## config.mk

```make
export PLATFORM = sky130hd
export DESIGN_NAME = conv2d_axi_lite_master
export DESIGN_NICKNAME = d
export VERILOG_FILES = /design/src/rtl/conv2d_axi_lite_master.sv
export SDC_FILE = /design/constraint.sdc
export NUM_CORES = 1
export LEC_CHECK = 0
export ABC_AREA = 1
export BUFFER_PORTS_ARGS = -buffer_cell sky130_fd_sc_hd__buf_2
export CAP_MARGIN = 25
export CORE_MARGIN = 2
export CORE_UTILIZATION = 35
export CTS_CLUSTER_SIZE = 20
export DETAILED_ROUTE_END_ITERATION = 7
export GPL_ROUTABILITY_DRIVEN = 0
export SLEW_MARGIN = 20
export SYNTH_ARGS = -nofsm -noshare
export SYNTH_HDL_FRONTEND = slang
export SYNTH_SLANG_ARGS = --single-unit
```

## constraint.sdc

```tcl
create_clock -name clk -period 7.7 [get_ports clk]
set_clock_uncertainty 0.05 [all_clocks]
set_input_delay 0.385 -clock clk [delete_from_list [all_inputs] [get_ports clk]]
set_output_delay 0.385 -clock clk [all_outputs]
set_load 0.01 [all_outputs]
```

## src/rtl/conv2d_axi_lite_master.sv

```systemverilog
//----------------------------------------------------------------------------
// conv2d_axi_lite_master : AXI4-Lite initiator that loads, starts, polls and
// reads back one conv2d_axi_lite accelerator.          Rev 1.0
//----------------------------------------------------------------------------
`default_nettype none

module conv2d_axi_lite_master #(
  parameter int C_M_AXI_ADDR_WIDTH = 7,
  parameter int C_M_AXI_DATA_WIDTH = 32,
  parameter int POLL_MAX           = 64
) (
  input  logic                            clk,
  input  logic                            rst,
  input  logic                            start,
  input  logic [71:0]                     pix_flat,
  input  logic [71:0]                     wgt_flat,
  output logic                            busy,
  output logic [15:0]                     result,
  output logic                            result_valid,
  output logic                            error,
  output logic [C_M_AXI_ADDR_WIDTH-1:0]   M_AXI_AWADDR,
  output logic                            M_AXI_AWVALID,
  input  logic                            M_AXI_AWREADY,
  output logic [C_M_AXI_DATA_WIDTH-1:0]   M_AXI_WDATA,
  output logic                            M_AXI_WVALID,
  input  logic                            M_AXI_WREADY,
  input  logic [1:0]                      M_AXI_BRESP,
  input  logic                            M_AXI_BVALID,
  output logic                            M_AXI_BREADY,
  output logic [C_M_AXI_ADDR_WIDTH-1:0]   M_AXI_ARADDR,
  output logic                            M_AXI_ARVALID,
  input  logic                            M_AXI_ARREADY,
  input  logic [C_M_AXI_DATA_WIDTH-1:0]   M_AXI_RDATA,
  input  logic [1:0]                      M_AXI_RRESP,
  input  logic                            M_AXI_RVALID,
  output logic                            M_AXI_RREADY
);

  localparam int                            PW        = $clog2(POLL_MAX + 1);
  localparam logic [4:0]                    LAST_IDX  = 5'd18;
  localparam logic [C_M_AXI_ADDR_WIDTH-1:0] ADDR_CTRL = '0;
  localparam logic [C_M_AXI_ADDR_WIDTH-1:0] ADDR_RES  = C_M_AXI_ADDR_WIDTH'(7'h4C);

  typedef enum logic [2:0] {
    IDLE    = 3'd0,
    WR_REQ  = 3'd1,
    WR_RESP = 3'd2,
    RD_REQ  = 3'd3,
    RD_RESP = 3'd4,
    DONE    = 3'd5,
    ERR     = 3'd6
  } state_t;

  state_t                          state_q;
  logic [17:0][7:0]                opnd_q;
  logic [4:0]                      idx_q;
  logic [PW-1:0]                   poll_q;
  logic                            sent_q, aw_done_q, w_done_q;
  logic                            busy_q, result_valid_q, error_q;
  logic [15:0]                     result_q;
  logic [C_M_AXI_ADDR_WIDTH-1:0]   awaddr_q, araddr_q;
  logic [C_M_AXI_DATA_WIDTH-1:0]   wdata_q;
  logic                            awvalid_q, wvalid_q, bready_q, arvalid_q, rready_q;

  logic [7:0]                      op_byte;
  logic [C_M_AXI_ADDR_WIDTH-1:0]   wr_addr_d;
  logic [C_M_AXI_DATA_WIDTH-1:0]   wr_data_d;
  logic                            aw_hs, w_hs, aw_fin, w_fin;
  logic                            unused_rdata;

  // Pixels and weights sit in one 18-byte array, so both land at 0x04 + 4*idx.
  always_comb begin
    op_byte = 8'h00;
    if (idx_q < LAST_IDX) op_byte = opnd_q[idx_q];
    wr_addr_d = '0;
    wr_data_d = C_M_AXI_DATA_WIDTH'(1);
    if (idx_q != LAST_IDX) begin
      wr_addr_d = C_M_AXI_ADDR_WIDTH'({idx_q, 2'b00}) + C_M_AXI_ADDR_WIDTH'(4);
      wr_data_d = {{(C_M_AXI_DATA_WIDTH-8){op_byte[7]}}, op_byte};
    end
  end

  assign aw_hs  = awvalid_q & M_AXI_AWREADY;
  assign w_hs   = wvalid_q & M_AXI_WREADY;
  assign aw_fin = aw_done_q | aw_hs;
  assign w_fin  = w_done_q | w_hs;
  assign unused_rdata = ^M_AXI_RDATA;

  always_ff @(posedge clk or posedge rst) begin
    if (rst) begin
      state_q        <= IDLE;
      opnd_q         <= '0;
      idx_q          <= '0;
      poll_q         <= '0;
      sent_q         <= 1'b0;
      aw_done_q      <= 1'b0;
      w_done_q       <= 1'b0;
      busy_q         <= 1'b0;
      result_valid_q <= 1'b0;
      error_q        <= 1'b0;
      result_q       <= '0;
      awaddr_q       <= '0;
      araddr_q       <= '0;
      wdata_q        <= '0;
      awvalid_q      <= 1'b0;
      wvalid_q       <= 1'b0;
      bready_q       <= 1'b0;
      arvalid_q      <= 1'b0;
      rready_q       <= 1'b0;
    end else begin
      result_valid_q <= 1'b0;
      error_q        <= 1'b0;
      case (state_q)
        IDLE: begin
          if (start) begin
            opnd_q  <= {wgt_flat, pix_flat};
            idx_q   <= '0;
            poll_q  <= '0;
            sent_q  <= 1'b0;
            busy_q  <= 1'b1;
            state_q <= WR_REQ;
          end
        end
        WR_REQ: begin
          if (!sent_q) begin
            sent_q    <= 1'b1;
            awvalid_q <= 1'b1;
            wvalid_q  <= 1'b1;
            awaddr_q  <= wr_addr_d;
            wdata_q   <= wr_data_d;
          end else begin
            if (aw_hs) begin
              awvalid_q <= 1'b0;
              aw_done_q <= 1'b1;
            end
            if (w_hs) begin
              wvalid_q <= 1'b0;
              w_done_q <= 1'b1;
            end
            if (aw_fin && w_fin) begin
              aw_done_q <= 1'b0;
              w_done_q  <= 1'b0;
              sent_q    <= 1'b0;
              bready_q  <= 1'b1;
              state_q   <= WR_RESP;
            end
          end
        end
        WR_RESP: begin
          if (M_AXI_BVALID) begin
            bready_q <= 1'b0;
            if (M_AXI_BRESP != 2'b00) begin
              busy_q  <= 1'b0;
              error_q <= 1'b1;
              state_q <= ERR;
            end else if (idx_q == LAST_IDX) begin
              araddr_q <= ADDR_CTRL;
              state_q  <= RD_REQ;
            end else begin
              idx_q   <= idx_q + 5'd1;
              state_q <= WR_REQ;
            end
          end
        end
        RD_REQ: begin
          if (!sent_q) begin
            sent_q    <= 1'b1;
            arvalid_q <= 1'b1;
          end else if (M_AXI_ARREADY) begin
            arvalid_q <= 1'b0;
            sent_q    <= 1'b0;
            rready_q  <= 1'b1;
            state_q   <= RD_RESP;
          end
        end
        RD_RESP: begin
          if (M_AXI_RVALID) begin
            rready_q <= 1'b0;
            if (M_AXI_RRESP != 2'b00) begin
              busy_q  <= 1'b0;
              error_q <= 1'b1;
              state_q <= ERR;
            end else if (araddr_q == ADDR_CTRL) begin
              if (M_AXI_RDATA[1]) begin
                araddr_q <= ADDR_RES;
                state_q  <= RD_REQ;
              end else if (poll_q + PW'(1) == PW'(POLL_MAX)) begin
                busy_q  <= 1'b0;
                error_q <= 1'b1;
                state_q <= ERR;
              end else begin
                poll_q  <= poll_q + PW'(1);
                state_q <= RD_REQ;
              end
            end else begin
              result_q       <= M_AXI_RDATA[15:0];
              result_valid_q <= 1'b1;
              busy_q         <= 1'b0;
              state_q        <= DONE;
            end
          end
        end
        DONE:    state_q <= IDLE;
        ERR:     state_q <= IDLE;
        default: state_q <= IDLE;
      endcase
    end
  end

  assign busy          = busy_q;
  assign result        = result_q;
  assign result_valid  = result_valid_q;
  assign error         = error_q;
  assign M_AXI_AWADDR  = awaddr_q;
  assign M_AXI_AWVALID = awvalid_q;
  assign M_AXI_WDATA   = wdata_q;
  assign M_AXI_WVALID  = wvalid_q;
  assign M_AXI_BREADY  = bready_q;
  assign M_AXI_ARADDR  = araddr_q;
  assign M_AXI_ARVALID = arvalid_q;
  assign M_AXI_RREADY  = rready_q;

endmodule

`default_nettype wire

```

==> impl_results.rst, run 1 <==
.. list-table::
   :header-rows: 1

   * - Metric
     - Value
   * - Per-cell via count in the routed design
     - 4.75
   * - Count of standard-cell rows
     - 60
   * - Overall power of the completed layout
     - 4.54 mW
   * - Setup TNS
     - 0 ns
   * - CTS clk-pin slew, worst paths
     - 0.08 ns
   * - Worst rel slew slack
     - 35.4%
   * - Pin count of the biggest net entering global routing
     - 135
   * - Biggest area consumer among synthesized cells
     - dfrtp_1
   * - Die Outline Area
     - 28800 um^2
   * - Largest cells by area after synthesis
     - dfrtp_1, nand2_1, o21ai_0, inv_1, nand3_1
   * - # clock sinks
     - 200
   * - Detailed-route via count
     - 8253
   * - Longest individual stage delay on the worst path
     - 0.84 ns
   * - Synthesized-area fraction occupied by adder cells
     - 0.521%
   * - Worst-path fanout max
     - 50
   * - Total number of yosys warnings
     - 0
   * - Xor/xnor share of the synthesized area
     - 0.274%
   * - CP endpoint kind
     - flip-flop
   * - H-tree depth
     - 4
   * - Worst path arrival time
     - 3.28 ns
   * - Via count of the first global-routing pass
     - 7763
   * - Final setup fails
     - 0
   * - Max-cap viol count
     - 0
   * - Violation count after the first detailed-routing iteration
     - 536
   * - Ys flop type
     - dfrtp_1
   * - Number of flops mapped to enable cells by yosys
     - 0
   * - Sum of routed wire length over all layers
     - 26100 um
   * - F_max
     - 338 MHz
   * - Cell at the slowest stage of the critical path
     - clkinv_1
   * - Remaining global-route overflow
     - 0
   * - Combinational family with the most area after synthesis
     - simple AND/OR/NAND/NOR gates
   * - Ordered cell list for the critical path
     - buf_4 -> clkinv_1 -> a21oi_1 -> o21ai_0 -> nand3_1 -> nand3_1 -> nand3_1 -> nand2_1 -> nand2_1 -> nand2_1 -> nand2_1
   * - Leading cell type in the layout, fill and taps excluded
     - nand2_1
   * - Total CTS buffers
     - 17
   * - Synthesis-to-finish area growth
     - 18.3%
   * - Compound-cell area share of the yosys netlist
     - 11.9%
   * - Bufs on Longest Clock Path
     - 2
   * - PD cells
     - 400 nW/um^2
   * - Post-CTS setup buffer count
     - 0
   * - Antenna cells
     - 0
   * - Crit start category
     - flip-flop
   * - Top library cells by usage in the layout, fill and taps aside
     - nand2_1, buf_2, dfrtp_1
   * - Classification of the worst-slack hold path
     - in2reg
   * - Setup repair after global routing missed its margin
     - false
   * - Clock latency at the later pin of the worst-skew pair
     - 0.44 ns
   * - Final clock period utilization by the worst path
     - 38.4%
   * - TritonCTS clock tree
     - done
   * - Total core area
     - 27000 um^2
   * - Total number of nets in the final design
     - 1577
   * - FF+latch count, synth
     - 200
   * - Final number of max-transition violations
     - 0
   * - Cell Area, Synth
     - 9600 um^2
   * - DRC violation count after routing
     - 0
   * - Cell type with the highest occurrence count on the critical path
     - nand2_1
   * - Average footprint of a synthesized cell
     - 7.92 um^2
   * - Global-route wire length before repair
     - 41600 um
   * - Port Buf Inserts
     - 235
   * - Boundary Pins
     - 258
   * - Cell variety after synth
     - 34
   * - Sequential-to-total area share from yosys stat
     - 52.1%
   * - WP data required
     - 8.02 ns
   * - Share of the synthesized area in the top cell type
     - 52.1%
   * - Fraction of final layout cells with drive strength greater than 1
     - 21.4%
   * - Leakage component of the power
     - 5.98 nW
   * - Proportion of synthesized area in mux cells
     - 1.76%
   * - Run status
     - finished, final reports clean
   * - Share of flip-flops with an asynchronous set or reset
     - 100%
   * - Worst Reg-to-Reg Cells
     - 11
   * - First-pass iteration count of the detailed router
     - 5
   * - Total of hold buffers inserted after clock tree synthesis
     - 0
   * - Number of endpoints with negative hold slack in the final report
     - 0
   * - Filler cells
     - 2820
   * - Floorplan die height
     - 170 um
   * - Pin slew with the least headroom to its limit
     - 0.970 ns
   * - Worst-case vdd ir drop
     - 0.168 mV
   * - Time the worst path needs with I/O delays and setup
     - 2.95 ns
   * - Type of the setup path with the least slack
     - reg2reg
   * - Buffer cell driving the clock tree root
     - clkbuf_16
   * - Final ANT Viol Nets
     - 0
   * - Initial antenna violation count
     - 0
   * - Total routing resource utilization after global routing
     - 18.4%
   * - CTS-repair resized insts
     - 0
   * - Initial standard-cell utilization of the core
     - 35.6%
   * - Cell count after synthesis
     - 1213
   * - Die Wd
     - 170 um
   * - Instance count along the most critical hold path
     - 3
   * - Synth Area in Simple Gates
     - 23.8%
   * - Average wire length per cell after detail routing
     - 15.0 um
   * - HPWL after DPL
     - 17800 um
-- kinds of logic (layout without fill, tap and decap cells) --
| group | Yosys count | after routing |
|---|---|---|
| xor+xnor | 3 | 3 |
| compound gates | 218 | 218 |
| other cells | 1 | 6 |
| simple gates | 574 | 574 |
| fa+ha+maj | 4 | 4 |
| flops | 200 | 200 |
| buf+inv | 198 | 378 |
| mux | 15 | 15 |
-- metal layers --
layer	wire length (um)	GRT usage, %
met4	354	4.98
met2	12300	29.5
met3	1150	2.75
met1	12300	26.0
met5	0	0
-- synthesized netlist by cell type, types with 2 or more instances --
library cell,number
o221ai_1,6
buf_4,34
nor3_4,2
nand2_1,470
ha_1,4
a31oi_1,2
nor3_1,4
mux2_2,8
inv_2,7
mux2_1,7
xor2_1,2
buf_6,2
clkbuf_1,24
o22ai_1,2
buf_1,6
nand4_1,2
o21ai_0,139
inv_1,95
o21ai_1,8
o211ai_1,10
nor2_2,2
nand2_2,2
nand3_1,54
nor2_1,35
buf_2,29
a21oi_1,50
dfrtp_1,200
-- metrics by stage --
step                setup WS (ns)  hold slack, ns  cell area, um^2  instances  util [%]
floorplan                    1.81           0.394             9620       1218         -
global placement             4.79           0.407            10800       1705      39.9
detailed placement           4.72           0.410            10800       1705      39.9
CTS                          4.73          0.0687            11300       1737      42.0
global route                 4.50          0.0686            11400       1739      42.1
finish                       4.75          0.0868            11400       1739      42.1
-- final timing paths --
kind | start | endpoint | slack [ns]
hold reg to reg | opnd_q[70] | opnd_q[70] | 0.43
hold / removal | wgt_flat[10] | opnd_q[82] | 0.09
min in group asynchronous | rst | opnd_q[90] | 0.44
setup reg to reg | idx_q[1] | M_AXI_WDATA[3] | 4.75
max in group asynchronous | rst | opnd_q[143] | 5.49
setup / recovery | idx_q[1] | M_AXI_WDATA[3] | 4.75
-- flip-flops by register name, indices dropped and copies added, names as in the netlist, 3 cells and up --
| signal | flops |
|---|---|
| M_AXI_AWADDR | 5 |
| M_AXI_WDATA | 8 |
| idx_q | 5 |
| opnd_q | 144 |
| poll_q | 7 |
| result | 16 |
| state_q | 3 |
-- worst max-delay path, delay by kind of cell (launching register included) --
| kind | cells | cell delay (ns) |
|---|---|---|
| simple gates | 7 | 0.67 |
| compound gates | 2 | 0.48 |
| flops | 1 | 0.34 |
| buf+inv | 2 | 1.35 |
-- report_power, final --
part / switching (mW) / internal, mW
registers: 0.262 / 1.53
clock network: 0.440 / 0.431
logic: 1.24 / 0.644
-- area by class of cell --
class | count | area [um^2] | share of cell area, %
clock buffers | 18 | 429 | 3.78
clock inverters | 14 | 130 | 1.15
inverters | 103 | 399 | 3.51
multi-input cells | 820 | 3700 | 32.6
flip-flops and latches | 200 | 5010 | 44.1
well taps | 341 | 427 | 3.76
repair buffers | 243 | 1260 | 11.1
Note: power is estimated with default switching activity, not from simulation.
==> run 2, diff against run 1 <==
==> constraint.sdc (replaced) <==
create_clock -name clk -period 2.9 [get_ports clk]
set_clock_uncertainty 0.05 [all_clocks]
set_input_delay 0.145 -clock clk [delete_from_list [all_inputs] [get_ports clk]]
set_output_delay 0.145 -clock clk [all_outputs]
set_load 0.01 [all_outputs]
==> run 2 against run 1 <==
  * Flip-flop and latch count unchanged
  * Via count up 8.9%
  * Largest cell class unchanged
  * Clock-buffer cell count unchanged
==> impl_results.rst, run 2 (same netlist as run 1, synthesis figures left out) <==
.. list-table::
   :header-rows: 1

   * - Metric
     - Value
   * - Total of hold buffers inserted after clock tree synthesis
     - 165 (+165)
   * - Final ANT Viol Nets
     - 0 (unchanged)
   * - Startpoint of the worst register-to-register path
     - state_q[1]
   * - Final number of max-transition violations
     - 0 (unchanged)
   * - Global-route wire length before repair
     - 45800 um (+10%)
   * - Filler cells
     - 2599 (-7.8%)
   * - Instance count along the most critical hold path
     - 5 (+2)
   * - Met2 demand-to-capacity share in global routing
     - 33.9% (+4.4 points)
   * - PD cells
     - 952 nW/um^2 (+140%)
   * - Setup TNS
     - 0 ns (unchanged)
   * - Total CTS buffers
     - 17 (unchanged)
   * - Setup repair after global routing missed its margin
     - false
   * - Initial antenna violation count
     - 0 (unchanged)
   * - Most flops, register
     - opnd_q
   * - TritonCTS clock tree
     - done
   * - Met3 layer usage reported by global route
     - 3.06% (+0.30 points)
   * - Post-CTS setup buffer count
     - 0 (unchanged)
   * - Per-cell via count in the routed design
     - 4.67 (-1.5%)
   * - Final setup fails
     - 0 (unchanged)
   * - Die Wd
     - 170 um (unchanged)
   * - Worst Reg-to-Reg Cells
     - 8 (-3)
   * - Run status
     - finished, final reports clean
   * - CTS-repair resized insts
     - 0 (unchanged)
   * - Number of endpoints with negative hold slack in the final report
     - 0 (unchanged)
   * - Number of buffer and inverter stages on the critical path
     - 3 (+1)
   * - Sum of routed wire length over all layers
     - 28800 um (+10%)
   * - Fraction of final layout cells with drive strength greater than 1
     - 20.2% (-1.2 points)
   * - First-pass iteration count of the detailed router
     - 5 (unchanged)
   * - Pin count of the biggest net entering global routing
     - 79 (-41%)
   * - Via count of the first global-routing pass
     - 8940 (+15%)
   * - Top library cells by usage in the layout, fill and taps aside
     - nand2_1, buf_2, dfrtp_1
   * - Port Buf Inserts
     - 235 (unchanged)
   * - F_max
     - 448 MHz (+32%)
   * - Bufs on Longest Clock Path
     - 2 (unchanged)
   * - Boundary Pins
     - 258 (unchanged)
   * - Flip-flop count of the largest register after layout
     - 144 (unchanged)
   * - Crit start category
     - flip-flop
   * - Total number of nets in the final design
     - 1760 (+12%)
   * - Buffer cell driving the clock tree root
     - clkbuf_16
   * - Total routing resource utilization after global routing
     - 20.2% (+1.8 points)
   * - Ordered cell list for the critical path
     - inv_2 -> nand2_2 -> nor2_1 -> nand2_4 -> inv_6 -> buf_12 -> nand2_1 -> o21ai_0
   * - Time the worst path needs with I/O delays and setup
     - 2.23 ns (-0.723 ns)
   * - Leading cell type in the layout, fill and taps excluded
     - nand2_1
   * - Depth of the critical timing path with buffers and inverters included
     - 8 (-3)
   * - Overall power of the completed layout
     - 12.6 mW (+180%)
   * - DRC violation count after routing
     - 0 (unchanged)
   * - Max-cap viol count
     - 0 (unchanged)
   * - Die Outline Area
     - 28800 um^2 (unchanged)
   * - Remaining global-route overflow
     - 0 (unchanged)
   * - Initial standard-cell utilization of the core
     - 35.6% (unchanged)
   * - Total core area
     - 27000 um^2 (unchanged)
   * - Worst-case vdd ir drop
     - 0.392 mV (+130%)
   * - Detailed-route via count
     - 8985 (+8.9%)
   * - WP data required
     - 3.22 ns (-4.80 ns)
   * - Worst-path fanout max
     - 78 (+56%)
   * - Floorplan die height
     - 170 um (unchanged)
   * - Classification of the worst-slack hold path
     - in2reg
   * - Post-Layout Cell Count
     - 1922 (+11%)
   * - # clock sinks
     - 200 (unchanged)
   * - Average wire length per cell after detail routing
     - 15.0 um (about the same)
   * - Worst hold path startpoint
     - M_AXI_RRESP[0]
   * - CP endpoint kind
     - flip-flop
   * - Beginning of the critical path
     - state_q[1]
   * - HPWL after DPL
     - 19100 um (+7.1%)
   * - Cell type group with the largest total delay on the critical path
     - buffers and inverters
   * - Count of standard-cell rows
     - 60 (unchanged)
   * - Synthesis-to-finish area growth
     - 37.9%
   * - Worst path arrival time
     - 2.55 ns (-0.73 ns)
   * - Final clock period utilization by the worst path
     - 77.0% (+39 points)
   * - Most heavily used metal layer in global routing
     - met2
   * - Met1 routing resource usage after global routing
     - 26.8% (+0.78 points)
   * - Placed cell count
     - 1725 (+1.2%)
   * - Violation count after the first detailed-routing iteration
     - 523 (-2.4%)
   * - Longest individual stage delay on the worst path
     - 0.43 ns (-0.41 ns)
   * - Clock latency at the later pin of the worst-skew pair
     - 0.45 ns (about the same)
   * - Cell at the slowest stage of the critical path
     - dfrtp_1
   * - Antenna cells
     - 0 (unchanged)
   * - H-tree depth
     - 4 (unchanged)
   * - Type of the setup path with the least slack
     - reg2reg
   * - CTS clk-pin slew, worst paths
     - 0.08 ns (about the same)
   * - Leakage component of the power
     - 6.79 nW (+14%)
   * - Worst rel slew slack
     - 42.2% (+6.8 points)
   * - Pin slew with the least headroom to its limit
     - 0.861 ns (-0.109 ns)
run 2: cell types whose count changed in the layout (fill, tap and decap cells not counted), moves of 2 or more:
cell / change
buf_4: +16
clkinv_2: -2
buf_12: +4
inv_6: -6
dlygate4sd3_1: +164
clkinv_8: +4
run 2: metal layers:
layer	part of all wire (%)	routed length, um	up-vias
li1	-	-	4517
met1	45	13100	4184
met2	48	13900	237
met3	3.9	1120	47
met4	2.6	745	0
met5	0	0	-
run 2: power breakdown:
part	total [mW]	internal, mW	switching [mW]
clock	2.54	1.29	1.26
sequential	4.69	4.05	0.631
combinational	5.38	1.96	3.42
total	12.6	7.30	5.31
run 2: final cells by class:
cell class                      count  area [um^2]  area share [%]
Clock inverter                     14          199            1.50
Inverter                          103          395            2.99
Timing Repair Buffer              426         3070            23.2
Multi-Input combinational cell    820         3700            28.0
Sequential cell                   200         5010            37.8
Clock buffer                       18          439            3.32
Tap cell                          341          427            3.22
run 2: per-stage QoR:
step | setup WS (ns) | area [um^2] | hold slack (ns) | utilization, %
6_report | 0.668 | 13200 | 0.0235 | 49.1
5_1_grt | 0.425 | 13200 | 0.0258 | 49.1
4_1_cts | 0.674 | 13200 | 0.00499 | 49.1
3_5_place_dp | 0.693 | 11000 | 0.289 | 40.7
3_3_place_gp | 0.746 | 11000 | 0.286 | 40.7
2_1_floorplan | 0.117 | 9630 | 0.205 | -
run 2: tightest hold or removal path: stages:
cell     delay (ns)
buf_2          0.08
nor2_1         0.06
nand2_1        0.07
nand2_1        0.04
o21ai_0        0.08
run 2: path summary, 6_finish.rpt:
kind                          endpoint  slack [ns]
setup / recovery           opnd_q[123]        0.67
hold / removal                   error        0.02
setup reg to reg           opnd_q[123]        0.67
hold reg to reg            opnd_q[110]        0.43
max in group asynchronous   opnd_q[76]        1.69
min in group asynchronous  opnd_q[109]        0.35
==> run 3, diff against run 2 <==
==> constraint.sdc (replaced) <==
create_clock -name clk -period 1.8 [get_ports clk]
set_clock_uncertainty 0.05 [all_clocks]
set_input_delay 0.09 -clock clk [delete_from_list [all_inputs] [get_ports clk]]
set_output_delay 0.09 -clock clk [all_outputs]
set_load 0.01 [all_outputs]
==> run 3 against run 2 <==
  * The run now ends with negative setup slack left
  * Design area is 4.8% higher
  * Register-to-register slack got worse by 0.67 ns
  * Sequential power rose by 63%
==> impl_results.rst, run 3 (same netlist as run 1, synthesis figures left out) <==
.. list-table::
   :header-rows: 1

   * - Metric
     - Value
   * - Run status
     - finished, violations left
   * - Failing checks
     - negative setup slack
   * - Most heavily used metal layer in global routing
     - met2
   * - Global-route wire length before repair
     - 46500 um (+1.6%)
   * - Worst-case vdd ir drop
     - 0.761 mV (+94%)
   * - Longest individual stage delay on the worst path
     - 0.56 ns (+0.13 ns)
   * - Ordered cell list for the critical path
     - buf_12 -> clkbuf_16 -> o21ai_0 -> nand2_1 -> nand2_1 -> nand3_2 -> nand2_1 -> nand2_1 -> nand2_1 -> nand2_1
   * - Filler cells
     - 2523 (-2.9%)
   * - Worst-path fanout max
     - 25 (-68%)
   * - # clock sinks
     - 200 (unchanged)
   * - Bufs on Longest Clock Path
     - 2 (unchanged)
   * - Total core area
     - 27000 um^2 (unchanged)
   * - Met3 layer usage reported by global route
     - 2.99% (-0.070 points)
   * - Average wire length per cell after detail routing
     - 15.8 um (+5.3%)
   * - Crit start category
     - flip-flop
   * - Time the worst path needs with I/O delays and setup
     - 1.80 ns (-0.428 ns)
   * - Multi-input gate area
     - 3930 um^2 (+6.2%)
   * - Worst setup slack after layout
     - -0.00356 ns (-0.672 ns)
   * - Overall power of the completed layout
     - 21.8 mW (+73%)
   * - Remaining global-route overflow
     - 0 (unchanged)
   * - PD cells
     - 1570 nW/um^2 (+65%)
   * - F_max
     - 554 MHz (+24%)
   * - Worst path arrival time
     - 2.08 ns (-0.47 ns)
   * - Leading cell type in the layout, fill and taps excluded
     - nand2_1
   * - CP endpoint kind
     - flip-flop
   * - Via count of the first global-routing pass
     - 8976 (+0.40%)
   * - Total number of nets in the final design
     - 1784 (+1.4%)
   * - First-pass iteration count of the detailed router
     - 5 (unchanged)
   * - Cell type group with the largest total delay on the critical path
     - flip-flops
   * - DRC violation count after routing
     - 0 (unchanged)
   * - Cell at the slowest stage of the critical path
     - dfrtp_4
   * - Port Buf Inserts
     - 235 (unchanged)
   * - Initial antenna violation count
     - 0 (unchanged)
   * - Classification of the worst-slack hold path
     - in2reg
   * - Buffer cell driving the clock tree root
     - clkbuf_16
   * - Number of endpoints with negative hold slack in the final report
     - 0 (unchanged)
   * - Final setup fails
     - 1 (+1)
   * - Type of the setup path with the least slack
     - reg2reg
   * - Top library cells by usage in the layout, fill and taps aside
     - nand2_1, buf_2, dfrtp_1
   * - Cell type with the highest occurrence count on the critical path
     - nand2_1
   * - Clock latency at the later pin of the worst-skew pair
     - 0.45 ns (about the same)
   * - Synthesis-to-finish area growth
     - 44.6%
   * - Max-cap viol count
     - 0 (unchanged)
   * - Detailed-route via count
     - 9399 (+4.6%)
   * - TritonCTS clock tree
     - done
   * - Final number of max-transition violations
     - 0 (unchanged)
   * - Count of standard-cell rows
     - 60 (unchanged)
   * - Sum of routed wire length over all layers
     - 30700 um (+6.6%)
   * - Fin area
     - 13900 um^2 (+4.8%)
   * - Most flops, register
     - opnd_q
   * - H-tree depth
     - 4 (unchanged)
   * - Die Outline Area
     - 28800 um^2 (unchanged)
   * - Flip-flop count of the largest register after layout
     - 144 (unchanged)
   * - Final ANT Viol Nets
     - 0 (unchanged)
   * - Violation count after the first detailed-routing iteration
     - 664 (+27%)
   * - Fraction of final layout cells with drive strength greater than 1
     - 24.4% (+4.2 points)
   * - WP data required
     - 2.08 ns (-1.14 ns)
   * - Pin slew with the least headroom to its limit
     - 0.578 ns (-0.282 ns)
   * - Worst rel slew slack
     - 61.4% (+19 points)
   * - Boundary Pins
     - 258 (unchanged)
   * - Leakage component of the power
     - 7.03 nW (+3.5%)
   * - Final clock period utilization by the worst path
     - 100% (+23 points)
   * - Initial standard-cell utilization of the core
     - 35.6% (unchanged)
   * - Setup repair after global routing missed its margin
     - true
   * - Floorplan die height
     - 170 um (unchanged)
   * - Met2 demand-to-capacity share in global routing
     - 34.6% (+0.71 points)
   * - Total CTS buffers
     - 17 (unchanged)
   * - Met1 routing resource usage after global routing
     - 27.6% (+0.77 points)
   * - Die Wd
     - 170 um (unchanged)
   * - CTS clk-pin slew, worst paths
     - 0.08 ns (about the same)
   * - Area used by sequential logic in the layout
     - 5010 um^2 (about the same)
   * - Per-cell via count in the routed design
     - 4.83 (+3.3%)
   * - Number of buffer and inverter stages on the critical path
     - 2 (-1)
   * - Area after DPL
     - 11100 um^2 (+1.3%)
   * - Total routing resource utilization after global routing
     - 20.6% (+0.39 points)
   * - Antenna cells
     - 0 (unchanged)
   * - HPWL after DPL
     - 19300 um (+1.2%)
   * - Pin count of the biggest net entering global routing
     - 75 (-5.1%)
-- run 3: changes by cell type in the layout (fill, tap and decap cells not counted), sizes merged --
cell         previous run  this run
clkinvlp                1         2
nand2                 472       473
inv                   107       110
bufbuf                  0         1
buf                   261       277
bufinv                  1         0
clkinv                  8         6
clkbuf                 18        21
dlygate4sd3           165       167
-- run 3: worst paths after layout --
check	slack [ns]	endpoint	depth (start not counted)	startpoint
worst max-delay path	-0.004	M_AXI_WDATA[5]	10	idx_q[0]
worst min-delay path	0.02	M_AXI_ARVALID	4	M_AXI_ARREADY
worst max register to register	-0.004	M_AXI_WDATA[5]	10	idx_q[0]
worst min register to register	0.42	M_AXI_AWADDR[5]	2	M_AXI_AWADDR[5]
max in group asynchronous	0.81	state_q[2]	4	rst
min in group asynchronous	0.10	opnd_q[109]	3	rst
-- run 3: per-stage QoR --
stage / cells / hold slack [ns] / utilization [%] / TNS (ns) / setup slack (ns)
finish: 1946 / 0.0211 / 51.5 / -0.00356 / -0.00356
floorplan: 1218 / 0.150 / - / -185.67 / -0.928
CTS: 1935 / 0.0123 / 50.1 / -0.131 / -0.0516
detailed placement: 1734 / 0.0105 / 41.2 / -0.499 / -0.176
global route: 1946 / 0.0271 / 51.5 / -0.629 / -0.106
global placement: 1734 / 0.0109 / 41.2 / -0.417 / -0.176
-- run 3: cell type report --
class | count | share of cell area (%)
Sequential cell | 200 | 36.1
Multi-Input combinational cell | 821 | 28.3
Timing Repair Buffer | 449 | 25.0
Tap cell | 341 | 3.07
Clock buffer | 17 | 3.06
Inverter | 103 | 2.91
Clock inverter | 15 | 1.49
-- run 3: worst register-to-register path: stages (launching register included) --
cell and delay, ns:
dfrtp_4 0.56, buf_12 0.17, clkbuf_16 0.20, o21ai_0 0.24
nand2_1 0.11, nand2_1 0.10, nand3_2 0.07, nand2_1 0.06
nand2_1 0.04, nand2_1 0.05, nand2_1 0.05
-- run 3: per-layer routing --
layer,routed length (um),up-vias
met3,1580,56
met4,796,0
met2,15000,343
met5,0,-
li1,-,4573
met1,13300,4427
-- run 3: timing repair --
action | 4_1_cts | 5_1_grt
pin swaps | 1 | 26
resized for setup | 11 | 78
setup buffers | 0 | 6
endpoints found under the hold margin | 354 | 0
hold buffers | 167 | 0
gates cloned | 2 | 5
setup endpoints to repair | 7 | 116
-- run 3: where the power goes --
part           internal [mW]  switching [mW]  leakage (nW)
clock network           1.94            2.08         0.304
logic                   4.01            6.09          4.21
registers               6.54            1.10          2.51
